$ cat src/rtl/score_display_pkg.sv
// rtl/score_display_pkg.sv - shared types, segment codes and BCD decode for score_display
package score_display_pkg;

    typedef enum logic [1:0] {IDLE, CONV, UPDATE} disp_state_t;

    typedef logic [6:0] seg_t;

    localparam seg_t SEG_0     = 7'h3F;
    localparam seg_t SEG_1     = 7'h06;
    localparam seg_t SEG_2     = 7'h5B;
    localparam seg_t SEG_3     = 7'h4F;
    localparam seg_t SEG_4     = 7'h66;
    localparam seg_t SEG_5     = 7'h6D;
    localparam seg_t SEG_6     = 7'h7D;
    localparam seg_t SEG_7     = 7'h07;
    localparam seg_t SEG_8     = 7'h7F;
    localparam seg_t SEG_9     = 7'h6F;
    localparam seg_t SEG_BLANK = 7'h00;

    function automatic seg_t bcd_to_seg(input logic [3:0] digit);
        case (digit)
            4'd0:    bcd_to_seg = SEG_0;
            4'd1:    bcd_to_seg = SEG_1;
            4'd2:    bcd_to_seg = SEG_2;
            4'd3:    bcd_to_seg = SEG_3;
            4'd4:    bcd_to_seg = SEG_4;
            4'd5:    bcd_to_seg = SEG_5;
            4'd6:    bcd_to_seg = SEG_6;
            4'd7:    bcd_to_seg = SEG_7;
            4'd8:    bcd_to_seg = SEG_8;
            4'd9:    bcd_to_seg = SEG_9;
            default: bcd_to_seg = SEG_BLANK;
        endcase
    endfunction

endpackage

$ cat src/rtl/score_display_bin2bcd_seq.sv
// rtl/score_display_bin2bcd_seq.sv - sequential 7-bit double-dabble, one iteration per step
module bin2bcd_seq
    import score_display_pkg::*;
(
    input  logic        clk,
    input  logic        nRst,
    input  logic        load,
    input  logic [6:0]  bin,
    input  logic        step,
    output logic [11:0] bcd
);

    // {hundreds, tens, ones, remaining binary bits}
    logic [18:0] sr;
    logic [18:0] adjusted;

    always_comb begin
        adjusted = sr;
        if (sr[18:15] >= 4'd5) adjusted[18:15] = sr[18:15] + 4'd3;
        if (sr[14:11] >= 4'd5) adjusted[14:11] = sr[14:11] + 4'd3;
        if (sr[10:7]  >= 4'd5) adjusted[10:7]  = sr[10:7]  + 4'd3;
    end

    always_ff @(posedge clk) begin
        if (!nRst) begin
            sr <= '0;
        end else if (load) begin
            sr <= {12'd0, bin};
        end else if (step) begin
            sr <= {adjusted[17:0], 1'b0};
        end
    end

    assign bcd = sr[18:7];

endmodule

$ cat src/rtl/score_display.sv
// rtl/score_display.sv - converts current/high score to blanked, blinking 7-segment banks
module score_display
    import score_display_pkg::*;
#(
    parameter int BLINK_HALF = 10_000_000,
    parameter bit BLANK_LZ   = 1'b1
) (
    input  logic        clk,
    input  logic        nRst,
    input  logic [6:0]  currScore,
    input  logic [6:0]  highScore,
    input  logic        isGameComplete,
    output logic [20:0] currSeg,
    output logic [20:0] highSeg,
    output logic        busy
);

    localparam int CNT_W = (BLINK_HALF > 1) ? $clog2(2 * BLINK_HALF) : 1;
    localparam logic [20:0] RESET_SEGS = BLANK_LZ ? {SEG_BLANK, SEG_BLANK, SEG_0}
                                                  : {SEG_0, SEG_0, SEG_0};

    disp_state_t      state;
    logic [2:0]       iter;
    logic [13:0]      snapshot;
    logic [20:0]      curr_reg;
    logic [20:0]      high_reg;
    logic [CNT_W-1:0] blink_cnt;
    logic [11:0]      curr_bcd;
    logic [11:0]      high_bcd;
    logic             load;
    logic             step;
    logic             blink_off;

    assign load = (state == IDLE) && ({currScore, highScore} != snapshot);
    assign step = (state == CONV);

    bin2bcd_seq u_curr (
        .clk  (clk),
        .nRst (nRst),
        .load (load),
        .bin  (currScore),
        .step (step),
        .bcd  (curr_bcd)
    );

    bin2bcd_seq u_high (
        .clk  (clk),
        .nRst (nRst),
        .load (load),
        .bin  (highScore),
        .step (step),
        .bcd  (high_bcd)
    );

    function automatic logic [20:0] to_digits(input logic [11:0] bcd);
        logic hz;
        logic tz;
        seg_t h;
        seg_t t;
        hz = (bcd[11:8] == 4'd0);
        tz = (bcd[7:4] == 4'd0);
        h  = (BLANK_LZ && hz) ? SEG_BLANK : bcd_to_seg(bcd[11:8]);
        t  = (BLANK_LZ && hz && tz) ? SEG_BLANK : bcd_to_seg(bcd[7:4]);
        return {h, t, bcd_to_seg(bcd[3:0])};
    endfunction

    always_ff @(posedge clk) begin
        if (!nRst) begin
            state    <= IDLE;
            iter     <= 3'd0;
            busy     <= 1'b0;
            snapshot <= '0;
            curr_reg <= RESET_SEGS;
            high_reg <= RESET_SEGS;
        end else begin
            case (state)
                IDLE: begin
                    if (load) begin
                        snapshot <= {currScore, highScore};
                        iter     <= 3'd0;
                        busy     <= 1'b1;
                        state    <= CONV;
                    end
                end
                CONV: begin
                    if (iter == 3'd6) begin
                        state <= UPDATE;
                    end else begin
                        iter <= iter + 3'd1;
                    end
                end
                UPDATE: begin
                    curr_reg <= to_digits(curr_bcd);
                    high_reg <= to_digits(high_bcd);
                    busy     <= 1'b0;
                    state    <= IDLE;
                end
                default: state <= IDLE;
            endcase
        end
    end

    always_ff @(posedge clk) begin
        if (!nRst || !isGameComplete) begin
            blink_cnt <= '0;
        end else if (blink_cnt == CNT_W'(2 * BLINK_HALF - 1)) begin
            blink_cnt <= '0;
        end else begin
            blink_cnt <= blink_cnt + 1'b1;
        end
    end

    // Qualifying with the live flag lets deassertion restore the bank without waiting an edge.
    assign blink_off = isGameComplete && (blink_cnt >= CNT_W'(BLINK_HALF));

    assign currSeg = curr_reg;
    assign highSeg = blink_off ? '0 : high_reg;

endmodule
$ cat config.mk
export PLATFORM = sky130hd
export DESIGN_NAME = score_display
export DESIGN_NICKNAME = d
export VERILOG_FILES = /design/src/rtl/score_display_pkg.sv /design/src/rtl/score_display_bin2bcd_seq.sv /design/src/rtl/score_display.sv
export SDC_FILE = /design/constraint.sdc
export NUM_CORES = 1
export LEC_CHECK = 0
export CAP_MARGIN = 20
export CORE_ASPECT_RATIO = 0.6
export CORE_UTILIZATION = 57
export DETAILED_ROUTE_END_ITERATION = 6
export GPL_TIMING_DRIVEN = 0
export PLACE_DENSITY = 0.78
export SKIP_LAST_GASP = 1
export SLEW_MARGIN = 20
export SYNTH_ARGS = -nofsm -noshare
export SYNTH_HDL_FRONTEND = slang
export SYNTH_SLANG_ARGS = --single-unit
$ cat constraint.sdc
create_clock -name clk -period 3.5 [get_ports clk]
set_input_delay 0.7 -clock clk [delete_from_list [all_inputs] [get_ports clk]]
set_output_delay 0.7 -clock clk [all_outputs]
set_load 0.005 [all_outputs]
Yosys cells after proc, flatten, opt, wreduce, memory -nomap -nowiden
Memories as Yosys holds them, arrays and structs flattened. A register that Yosys moved wholly into a read port is not among the register bits.
Cells that the tools add are included.
{"block": "word_totals", "ramBits": 0, "out_inout_bits": 43, "romBits": 672, "elab_cells": 95, "mem_count": 6, "latch_bits": 0, "in_bits": 17, "ff_bits": 125}
{"memory": "(name not given)", "depth": 16, "width": 7, "rd": 1, "rd_clocked_by_memory_dff": 1, "write_ports": 0, "line": "score_display_pkg.sv:21", "source": "case (digit)"}
{"memory": "(name not given)", "depth": 16, "width": 7, "rd": 1, "rd_clocked_by_memory_dff": 1, "write_ports": 0, "line": "score_display_pkg.sv:21"}
{"memory": "(name not given)", "depth": 16, "width": 7, "rd": 1, "rd_clocked_by_memory_dff": 1, "write_ports": 0, "line": "score_display_pkg.sv:21"}
{"memory": "(name not given)", "depth": 16, "width": 7, "rd": 1, "rd_clocked_by_memory_dff": 1, "write_ports": 0, "line": "score_display_pkg.sv:21"}
{"memory": "(name not given)", "depth": 16, "width": 7, "rd": 1, "rd_clocked_by_memory_dff": 1, "write_ports": 0, "line": "score_display_pkg.sv:21"}
{"memory": "(name not given)", "depth": 16, "width": 7, "rd": 1, "rd_clocked_by_memory_dff": 1, "write_ports": 0, "line": "score_display_pkg.sv:21"}
{"block": "op_classes", "n_bitwise": 1, "magnitude_cmp": 7, "reduce_logical": 23, "mul": 0, "n_shift": 0, "eq_ne": 8, "mux": 31, "n_addsub": 8, "div_mod_pow": 0}
{"op": "$mux W7", "count": 8}
{"op": "$mux W4", "count": 12}
{"op": "$add A25 B1 Y25 const B", "count": 1}
{"op": "$eq A25 B25 Y1 const B", "count": 1}
{"op": "$ge A25 B24 Y1 const B", "count": 1}
{"op": "$ge A4 B3 Y1 const B", "count": 6}
{"op": "$mux W21", "count": 1}
{"op": "$add A4 B2 Y4 const B", "count": 4}
{"op": "$logic_not A4 Y1", "count": 4}
{"op": "$ne A14 B14 Y1", "count": 1}
{"op": "$mux W3", "count": 4}
{"op": "$add A3 B2 Y3 const B", "count": 2}
{"op": "$pmux W3 S2", "count": 1}
{"op": "$reduce_and A2 Y1", "count": 3}
{"op": "$reduce_bool A2 Y1", "count": 3}
{"op": "$logic_and A1 B1 Y1", "count": 4}
{"op": "$logic_not A1 Y1", "count": 4}
{"op": "$mux W2", "count": 2}
{"op": "$ne A2 B2 Y1 const B", "count": 2}
{"op": "$pmux W2 S2", "count": 1}
{"op": "$reduce_or A2 Y1", "count": 2}
{"op": "$add A3 B1 Y3 const B", "count": 1}
{"op": "$eq A3 B3 Y1 const B", "count": 1}
{"op": "$reduce_and A3 Y1", "count": 1}
{"op": "8 further kinds", "count": 8}

Depth between registers and ports, before layout
Gate-level depths: netlist (run 1).
{"block": "depth", "depth_word": 4, "mapped_depth": 12, "depth_no_buf": 12}

Hierarchy
A second synthesis (run 1) with hierarchy kept.
{"block": "unflattened", "hier_cells": 838, "hier_area_um2": 7209.4}
{"module": "score_display", "n_inst": 1, "seq_area_each_um2": 1741.7, "area_per_inst_um2": 4932.2, "cells_per_inst": 576}
{"module": "bin2bcd_seq", "n_inst": 2, "seq_area_each_um2": 380.4, "area_per_inst_um2": 1138.6, "cells_per_inst": 131}

Worst setup path after synthesis (run 1)
OpenSTA, ideal clock, no wires.
{"block": "synth_timing", "path_kind": "input -> register", "start": "input nRst", "end": "register (tool-made name)", "n_path_buf": 2, "setup_ps": 122, "stages": 11, "slack_ps": 750, "arrival_time_ps": 2628, "required_ps": 3378, "path_cell_list": "buf_2 clkinv_1 nor3_1 a41oi_2 buf_2 a21oi_1 inv_1 ha_1 nand2_1 o21ai_0 a221o_1"}
{"element": "from (decl)", "line": "score_display.sv:9", "source": "input logic nRst,"}

Worst setup path in the final report (run 1)
{"block": "layout_timing", "start": "register blink_cnt[11]", "end": "output highSeg[14]"}
{"block": "layout_via", "elab_chain_len": 3}
{"element": "from (decl)", "line": "score_display.sv:27", "source": "logic [CNT_W-1:0] blink_cnt;"}
{"element": "from (signal assigned)", "line": "score_display.sv:109", "source": "blink_cnt <= blink_cnt + 1'b1;"}
{"element": "$ge A25 B24 Y1", "line": "score_display.sv:114", "source": "assign blink_off = isGameComplete && (blink_cnt >= CNT_W'(BLINK_HALF));"}
{"element": "$logic_and A1 B1 Y1", "line": "score_display.sv:114"}
{"element": "$mux W21", "line": "score_display.sv:117", "source": "assign highSeg = blink_off ? '0 : high_reg;"}
{"element": "to (decl)", "line": "score_display.sv:14", "source": "output logic [20:0] highSeg,"}
Every way passes these cells.

==> results of run 1 <==
-- layout by cell type (no fill, tap or decap), drive strengths merged, types with 11 or more instances in the layout --
master,Yosys,layout
o21ai,37,37
inv,45,51
a22oi,15,15
ha,52,52
xnor2,21,21
nand2,145,145
a21boi,41,41
buf,29,30
nor2,81,81
dfxtp,153,153
nor2b,20,20
and2,30,30
xor2,23,23
clkbuf,25,44
a21o,11,11
nand3,48,48
nor3,13,13
a21oi,46,46
clkdlybuf4s50,0,52
-- power groups by stage --
stage	combinational, mW	sequential [mW]	clock [mW]
3_3_place_gp	0.257	1.83	0
6_report	0.269	1.79	1.71
5_1_grt	0.293	1.80	1.81
3_5_place_dp	0.261	1.83	0
2_1_floorplan	0.176	1.83	0
4_1_cts	0.263	1.79	1.73
-- stage by stage --
step / utilization / std cells
final: 0.694 / 1241
after global routing: 0.694 / 1241
after floorplan: - / 956
after detailed placement: 0.645 / 1206
after global placement: 0.645 / 1206
after CTS: 0.686 / 1238
-- routing by layer --
metal | global-route usage | vias to the layer above
li1 | - | 3429
met1 | 0.435 | 3322
met2 | 0.375 | 270
met3 | 0.0650 | 17
met4 | 0.0701 | 0
met5 | 0 | -
-- worst max-delay path, delay by kind of cell (launching register included) --
kind | cells | cell delay [ps]
buf+inv | 3 | 790
flops | 1 | 300
compound gates | 4 | 900
simple gates | 2 | 280
-- cell families (layout without fill, tap and decap cells) --
group | Yosys count | in the layout
flip-flops | 153 | 153
AO/OA/AOI/OAI | 221 | 221
buffers and inverters | 100 | 193
adder cells (fa/ha/maj) | 52 | 52
multiplexers | 2 | 2
XOR/XNOR | 44 | 44
AND/OR/NAND/NOR | 384 | 384
-- cell type report --
type | count | area, µm²
flip-flops and latches | 153 | 3070
well taps | 192 | 240
multi-input cells | 703 | 4560
clock inverters | 15 | 118
plain buffers | 54 | 269
inverters | 46 | 173
fillers | 1071 | 4180
clock buffers | 17 | 425
repair buffers | 61 | 639
-- final timing paths --
kind	cells after the start	end	slack (ps)
max	9	highSeg[14]	100
max reg2reg	12	register	360
min reg2reg	2	u_curr.sr[6]$_SDFFE_PN0P_	460
min	2	u_curr.sr[6]$_SDFFE_PN0P_	460
-- repair_timing --
item                                    in CTS  in global routing
endpoints found under the setup margin      20                 23
pin swaps                                    0                  5
buffers inserted                             0                  1
resized for setup                            4                 22
gates cloned                                 0                  2
==> impl_table.tex, run 1 <==
\begin{tabular}{lr}
\hline
Metric & Value \\
\hline
\multicolumn{2}{l}{\textbf{Worst setup path}} \\
Setup crit end kind & output pin \\
Required time of the critical path & roughly 2800 ps \\
Source of the worst register-to-register timing path & u\_high.sr[8]\$\_SDFFE\_PP0P\_ \\
Launching element of the worst setup path & blink\_cnt[11]\$\_SDFF\_PP0\_ \\
Critical path type & register to output pin \\
Startpoint types & register \\
CP cell instances & clkbuf\_4, a211o\_1, a21o\_1, a2111oi\_2, o21ai\_2, nand2\_4, buf\_8, and2\_1, clkdlybuf4s50\_1 \\
Slowest cell on crit path & sky130\_fd\_sc\_hd\_\_clkdlybuf4s50\_1 \\
Max FO, Critical Path & 7 \\
Longest individual stage delay on the worst path & $\sim$500 ps \\
Data arrival time at the worst-slack endpoint & 2700 ps \\
\multicolumn{2}{l}{\textbf{Pwr}} \\
Sw power & 0.982 mW \\
Power Total & between 3 and 4 mW \\
Combinational group share of total power & 0.071 \\
Fraction of power spent switching nets & 0.260 \\
Flop pwr share & 0.476 \\
Worst supply voltage drop on vdd & around 0.28 mV \\
Clock share of power & 0.453 \\
Power density normalized to cell area & $\sim$400 nW/µm² \\
Leakage power of the design & $\sim$3.8 nW \\
Design internal power & 2.79 mW \\
\multicolumn{2}{l}{\textbf{Synthesis}} \\
Syn\_nets & $\sim$1,000 \\
Most used flip-flop cell after synthesis & sky130\_fd\_sc\_hd\_\_dfxtp\_1 \\
Dominant cells by area after synthesis & sky130\_fd\_sc\_hd\_\_dfxtp\_1, sky130\_fd\_sc\_hd\_\_ha\_1, sky130\_fd\_sc\_hd\_\_nand2\_1 \\
Share of synthesized cell area in full adder, half adder and majority cells & 0.0813 \\
Dominant combinational cell family by area after synthesis & simple AND/OR/NAND/NOR gates \\
Largest area contributor in the netlist & sky130\_fd\_sc\_hd\_\_dfxtp\_1 \\
Most frequent cell after synthesis & sky130\_fd\_sc\_hd\_\_dfxtp\_1 \\
Synth top area share & 0.383 \\
XOR/XNOR share of the synthesized area & 0.0482 \\
Synth Area in Simple Gates & 0.235 \\
Average cell area after synthesis & between 8 and 9 µm² \\
Share of synthesized flip-flops with an asynchronous set or reset & 0 \\
Number of enable-type register cells in the synthesized netlist & 0 \\
Cell Area, Synth & 8000 µm² \\
Cell count after synthesis & around 960 \\
Synthesized-area fraction occupied by ao, oa, aoi and oai cells & 0.197 \\
Ys Warns & 0 \\
Multiplexer share of the synthesized area & 0.00250 \\
Commonest cells in the synthesized netlist & sky130\_fd\_sc\_hd\_\_dfxtp\_1, sky130\_fd\_sc\_hd\_\_nand2\_1, sky130\_fd\_sc\_hd\_\_nor2\_1, sky130\_fd\_sc\_hd\_\_ha\_1, sky130\_fd\_sc\_hd\_\_nand3\_1 \\
Number of flip-flops and latches in the synthesized netlist & between 150 and 200 \\
Number of different library cells in the post-synthesis netlist & 66 \\
Sequential share of the synthesized area & 0.383 \\
\multicolumn{2}{l}{\textbf{Timing}} \\
Final Hold Vio Count & 0 \\
Minimum period implied by the final worst setup slack & between 3000 and 4000 ps \\
Setup tns final & 0 ps \\
Highest attainable clock frequency & 0.294 GHz \\
Unrepaired setup endpoints after global routing & yes \\
Total count of max-transition violations in the final report & 0 \\
Post-route clock skew & 11.8 ps \\
Fin Hold WS & approximately 460 ps \\
Relative max-transition margin & 0.404 \\
Final setup fails & 0 \\
Final setup slack of the worst path & about 100 ps \\
Share of the cycle needed by the critical path after routing & 0.970 \\
Actual transition at the worst max-transition pin & 895 ps \\
\multicolumn{2}{l}{\textbf{Clocking}} \\
Clk slew on worst S/H paths & $\sim$70 ps \\
H-tree depth & 4 \\
Clock insertion delay at the later pin of the skew report & around 430 ps \\
Sink count of the clock tree & between 150 and 200 \\
CTS root buffer & sky130\_fd\_sc\_hd\_\_clkbuf\_16 \\
CTS tree & yes \\
Number of buffers on the longest clock path & 2 \\
Inserted Clock Buffers & 17 \\
Hold-fix buffers at CTS & 0 \\
\multicolumn{2}{l}{\textbf{Finish}} \\
Diode insertion count for antenna repair & 0 \\
Layout Area Growth over Synthesis & 18.6\% \\
Number of nets in the final layout & 1,105 \\
Final non-filler cell area & about 9500 µm² \\
Proportion of layout cells with a drive suffix above 1 & 0.0867 \\
\multicolumn{2}{l}{\textbf{Die}} \\
X dimension of the die & about 150 µm \\
Starting utilization of the core area & 0.585 \\
Area of the core region & approximately 14,000 µm² \\
Count of boundary I/O pins & 60 \\
Vertical extent of the die & around 94 µm \\
Die outline area & about 15,000 µm² \\
Placement row count & 33 \\
\multicolumn{2}{l}{\textbf{Min path}} \\
Startpoint of the lowest-slack hold path & u\_curr.sr[6]\$\_SDFFE\_PN0P\_ \\
Class of the tightest hold or removal check & register to register \\
\multicolumn{2}{l}{\textbf{Route}} \\
Detailed-route wire length & 19,900 µm \\
Initial DRT Pass Iterations & 6 \\
DRC violations left & 0 \\
Number of nets with antenna violations after detailed routing & 0 \\
Detailed-routing wirelength on met1 & $\sim$10,000 µm \\
Met2 Routed Length & about 7700 µm \\
Via density per instance & between 5 and 6 \\
Count of routing violations after the opening detailed-route iteration & slightly above 700 \\
DR vias & 7,038 \\
DR WL/cell & approximately 16 µm \\
Routed met3 length & around 1700 µm \\
Max Used Layer & met4 \\
\multicolumn{2}{l}{\textbf{Global route}} \\
GRT Util Overall & 0.279 \\
Pin count of the biggest net entering global routing & 17 \\
First-pass GRT wire length & around 32,000 µm \\
Number of antenna violations at the first check in global routing & 0 \\
Total congestion overflow & 0 \\
Vias in the first global route & 6,100 \\
\multicolumn{2}{l}{\textbf{Place}} \\
Placement-stage worst setup slack & -206 ps \\
Placed cell area & 8820 µm² \\
Port buffer count & 58 \\
HPWL after detailed placement & about 14,000 µm \\
Routability congestion estimate & between 0.9 and 1 \\
\multicolumn{2}{l}{\textbf{Run status}} \\
Status & complete, no violations \\
\multicolumn{2}{l}{\textbf{Flow run}} \\
Max cap viols & 0 \\
\hline
\end{tabular}
Note: power is estimated with default switching activity, not from simulation.
==> inputs of run 2 (changes only) <==
--- a/config.mk
+++ b/config.mk
@@ -8,6 +8,7 @@
 export CAP_MARGIN = 20
 export CORE_ASPECT_RATIO = 0.6
 export CORE_UTILIZATION = 57
+export CTS_CLUSTER_DIAMETER = 30
 export DETAILED_ROUTE_END_ITERATION = 6
 export GPL_TIMING_DRIVEN = 0
 export PLACE_DENSITY = 0.78
==> results of run 2 <==
No change in the layout: final DEF, timing and power equal those of run 1.
==> inputs of run 3 (changes only) <==
--- a/config.mk
+++ b/config.mk
@@ -11,7 +11,7 @@
 export CTS_CLUSTER_DIAMETER = 30
 export DETAILED_ROUTE_END_ITERATION = 6
 export GPL_TIMING_DRIVEN = 0
-export PLACE_DENSITY = 0.78
+export PLACE_DENSITY = 0.8
 export SKIP_LAST_GASP = 1
 export SLEW_MARGIN = 20
 export SYNTH_ARGS = -nofsm -noshare
==> constraint.sdc (replaced) <==
create_clock -name clk -period 3.4 [get_ports clk]
set_input_delay 0.68 -clock clk [delete_from_list [all_inputs] [get_ports clk]]
set_output_delay 0.68 -clock clk [all_outputs]
set_load 0.005 [all_outputs]
==> run 3 against run 2 <==
  * The run now ends with negative setup slack left
  * Routed wire length up 0.69%
  * Clock power is 15% higher
  * Sequential share of layout area about the same
  * Critical path type unchanged
  * Die area unchanged
  * Design area about the same
  * First-iteration DRC count rose by 5.2%
  * Hold slack about the same
  * Setup slack lost 170 ps
==> impl_table.tex, run 3 (synthesis results as in run 1) <==
\begin{tabular}{lr}
\hline
Metric & Value \\
\hline
\multicolumn{2}{l}{\textbf{Worst setup path}} \\
Data arrival time at the worst-slack endpoint & approximately 2800 ps \\
Required time of the critical path & $\sim$2700 ps \\
Setup crit end kind & output pin \\
Longest individual stage delay on the worst path & just over 500 ps \\
Startpoint types & register \\
CP cell instances & a211o\_1, a21o\_1, a2111oi\_4, o21ai\_1, nand2\_2, buf\_6, and2\_1, clkdlybuf4s50\_1 \\
Worst setup path end & highSeg[14] \\
Critical path type & register to output pin \\
Launching element of the worst setup path & blink\_cnt[12]\$\_SDFF\_PP0\_ \\
Slowest cell on crit path & sky130\_fd\_sc\_hd\_\_clkdlybuf4s50\_1 \\
Cell depth of the worst flop-to-flop path & 12 \\
Max FO, Critical Path & 10 \\
Worst R2R Setup Slack & slightly above 300 ps \\
Source of the worst register-to-register timing path & u\_curr.sr[8]\$\_SDFFE\_PP0P\_ \\
\multicolumn{2}{l}{\textbf{Finish}} \\
Proportion of layout cells with a drive suffix above 1 & 0.0756 \\
Layout fillers & 1,068 \\
Layout Area Growth over Synthesis & 18.5\% \\
Diode insertion count for antenna repair & 0 \\
Commonest non-fill, non-tap cell in the layout & sky130\_fd\_sc\_hd\_\_dfxtp\_1 \\
Most frequent cells in the layout & sky130\_fd\_sc\_hd\_\_dfxtp\_1, sky130\_fd\_sc\_hd\_\_nand2\_1, sky130\_fd\_sc\_hd\_\_nor2\_1, sky130\_fd\_sc\_hd\_\_clkdlybuf4s50\_1, sky130\_fd\_sc\_hd\_\_ha\_1 \\
Number of nets in the final layout & $\sim$1,100 \\
Final non-filler cell area & 9480 µm² \\
\multicolumn{2}{l}{\textbf{Clocking}} \\
CTS root buffer & sky130\_fd\_sc\_hd\_\_clkbuf\_16 \\
Number of buffers inserted by post-CTS setup repair & 0 \\
Hold-fix buffers at CTS & 0 \\
Number of buffers on the longest clock path & 2 \\
Inserted Clock Buffers & 17 \\
Sink count of the clock tree & 153 \\
Clk slew on worst S/H paths & roughly 60 ps \\
Clock insertion delay at the later pin of the skew report & between 400 and 500 ps \\
H-tree depth & 4 \\
CTS tree & yes \\
\multicolumn{2}{l}{\textbf{Pwr}} \\
Sw power & a little under 1 mW \\
Combinational group share of total power & 0.069 \\
Fraction of power spent switching nets & 0.237 \\
Design internal power & between 3 and 4 mW \\
Flop pwr share & 0.452 \\
Power density normalized to cell area & around 430 nW/µm² \\
Power Total & roughly 4 mW \\
Worst supply voltage drop on vdd & 0.318 mV \\
Clock share of power & 0.479 \\
Leakage power of the design & $\sim$3.7 nW \\
\multicolumn{2}{l}{\textbf{Run status}} \\
Status & finished with violations \\
Violated checks & negative setup slack \\
\multicolumn{2}{l}{\textbf{Global route}} \\
First-pass GRT wire length & about 33,000 µm \\
GRT Util Overall & 0.287 \\
Pin count of the biggest net entering global routing & 17 \\
Total congestion overflow & 0 \\
Number of antenna violations at the first check in global routing & 0 \\
Vias in the first global route & about 6,300 \\
\multicolumn{2}{l}{\textbf{Min path}} \\
Class of the tightest hold or removal check & register to register \\
\multicolumn{2}{l}{\textbf{Timing}} \\
Post-route clock skew & approximately 12 ps \\
Highest attainable clock frequency & 0.288 GHz \\
Unrepaired setup endpoints after global routing & yes \\
Final setup slack of the worst path & -70.3 ps \\
Relative max-transition margin & 0.415 \\
Final Hold Vio Count & 0 \\
Minimum period implied by the final worst setup slack & between 3000 and 4000 ps \\
Setup tns final & -276 ps \\
Share of the cycle needed by the critical path after routing & 1.02 \\
Final setup fails & 9 \\
Actual transition at the worst max-transition pin & slightly below 900 ps \\
Total count of max-transition violations in the final report & 0 \\
\multicolumn{2}{l}{\textbf{Die}} \\
X dimension of the die & between 150 and 200 µm \\
Placement row count & 33 \\
Vertical extent of the die & between 90 and 100 µm \\
Starting utilization of the core area & 0.585 \\
Area of the core region & roughly 14,000 µm² \\
Die outline area & around 15,000 µm² \\
Count of boundary I/O pins & 60 \\
\multicolumn{2}{l}{\textbf{Place}} \\
Routability congestion estimate & between 0.9 and 1 \\
HPWL after detailed placement & 14,000 µm \\
Port buffer count & a little under 60 \\
Placed cell area & 8820 µm² \\
\multicolumn{2}{l}{\textbf{Route}} \\
DR WL/cell & 16.2 µm \\
Via density per instance & 5.64 \\
Initial DRT Pass Iterations & 7 \\
DR vias & 6,982 \\
Number of nets with antenna violations after detailed routing & 0 \\
Count of routing violations after the opening detailed-route iteration & $\sim$750 \\
Detailed-route wire length & approximately 20,000 µm \\
DRC violations left & 0 \\
\multicolumn{2}{l}{\textbf{Flow run}} \\
Max cap viols & 0 \\
\hline
\end{tabular}
-- run 3: cell types whose count changed in the layout (fill, tap and decap cells not counted), sizes merged --
cell and change:
buf -1, bufinv +3, clkinv -2, inv -4, clkbuf +2, dlymetal6s2s -6, clkinvlp -2, clkdlybuf4s50 +6
-- run 3: area by class of cell --
class | count | area [µm²] | share of cell area
Tap cell | 192 | 240 | 0.0253
Multi-Input combinational cell | 703 | 4560 | 0.481
Sequential cell | 153 | 3060 | 0.323
Buffer | 54 | 263 | 0.0277
Inverter | 46 | 173 | 0.0182
Timing Repair Buffer | 58 | 581 | 0.0612
Clock buffer | 21 | 460 | 0.0486
Clock inverter | 10 | 141 | 0.0149
-- run 3: worst max-delay path: cells and delay by family (launching register included) --
family	cells	cell delay, ps
AO/OA/AOI/OAI	4	990
flip-flops	1	390
AND/OR/NAND/NOR	2	300
buffers and inverters	2	680
-- run 3: how the worst min path moves through the flow --
stage                              startpoint                   endpoint  cells past startpoint  slack [ps]
detailed placement  u_curr.sr[0]$_SDFFE_PN0P_  u_curr.sr[0]$_SDFFE_PN0P_                      2         450
CTS                 high_reg[17]$_SDFFE_PN0P_  high_reg[17]$_SDFFE_PN0P_                      2         460
global route        high_reg[20]$_SDFFE_PN0P_  high_reg[20]$_SDFFE_PN0P_                      2         480
global placement    u_curr.sr[6]$_SDFFE_PN0P_  u_curr.sr[6]$_SDFFE_PN0P_                      2         440
floorplan           u_curr.sr[6]$_SDFFE_PN0P_  u_curr.sr[6]$_SDFFE_PN0P_                      2         430
finish              high_reg[17]$_SDFFE_PN0P_  high_reg[17]$_SDFFE_PN0P_                      2         460
-- run 3: power groups by stage --
stage / combinational [mW] / sequential [mW] / clock (mW)
floorplan: 0.181 / 1.88 / 0
global placement: 0.265 / 1.89 / 0
detailed placement: 0.270 / 1.89 / 0
CTS: 0.273 / 1.85 / 1.97
global route: 0.303 / 1.85 / 2.05
finish: 0.281 / 1.85 / 1.96
-- run 3: routing by layer --
| layer | part of all wire | track usage |
|---|---|---|
| met4 | 0.0095 | 0.0718 |
| met2 | 0.39 | 0.401 |
| met1 | 0.52 | 0.445 |
| met5 | 0 | 0 |
| met3 | 0.079 | 0.0512 |
-- run 3: per-stage QoR --
step	hold WS, ps	std cells	util	setup WS [ps]
2_1_floorplan	431	956	-	670
3_3_place_gp	444	1206	0.645	-280
3_5_place_dp	450	1206	0.645	-324
4_1_cts	459	1237	0.691	-5.50
5_1_grt	479	1237	0.694	-129
6_report	455	1237	0.694	-70.3
-- run 3: repair_timing --
item / 4_1_cts / 5_1_grt
hold endpoints to repair: 0 / 0
resized for setup: 6 / 4
endpoints found under the setup margin: 21 / 22
pin swaps: 2 / 1
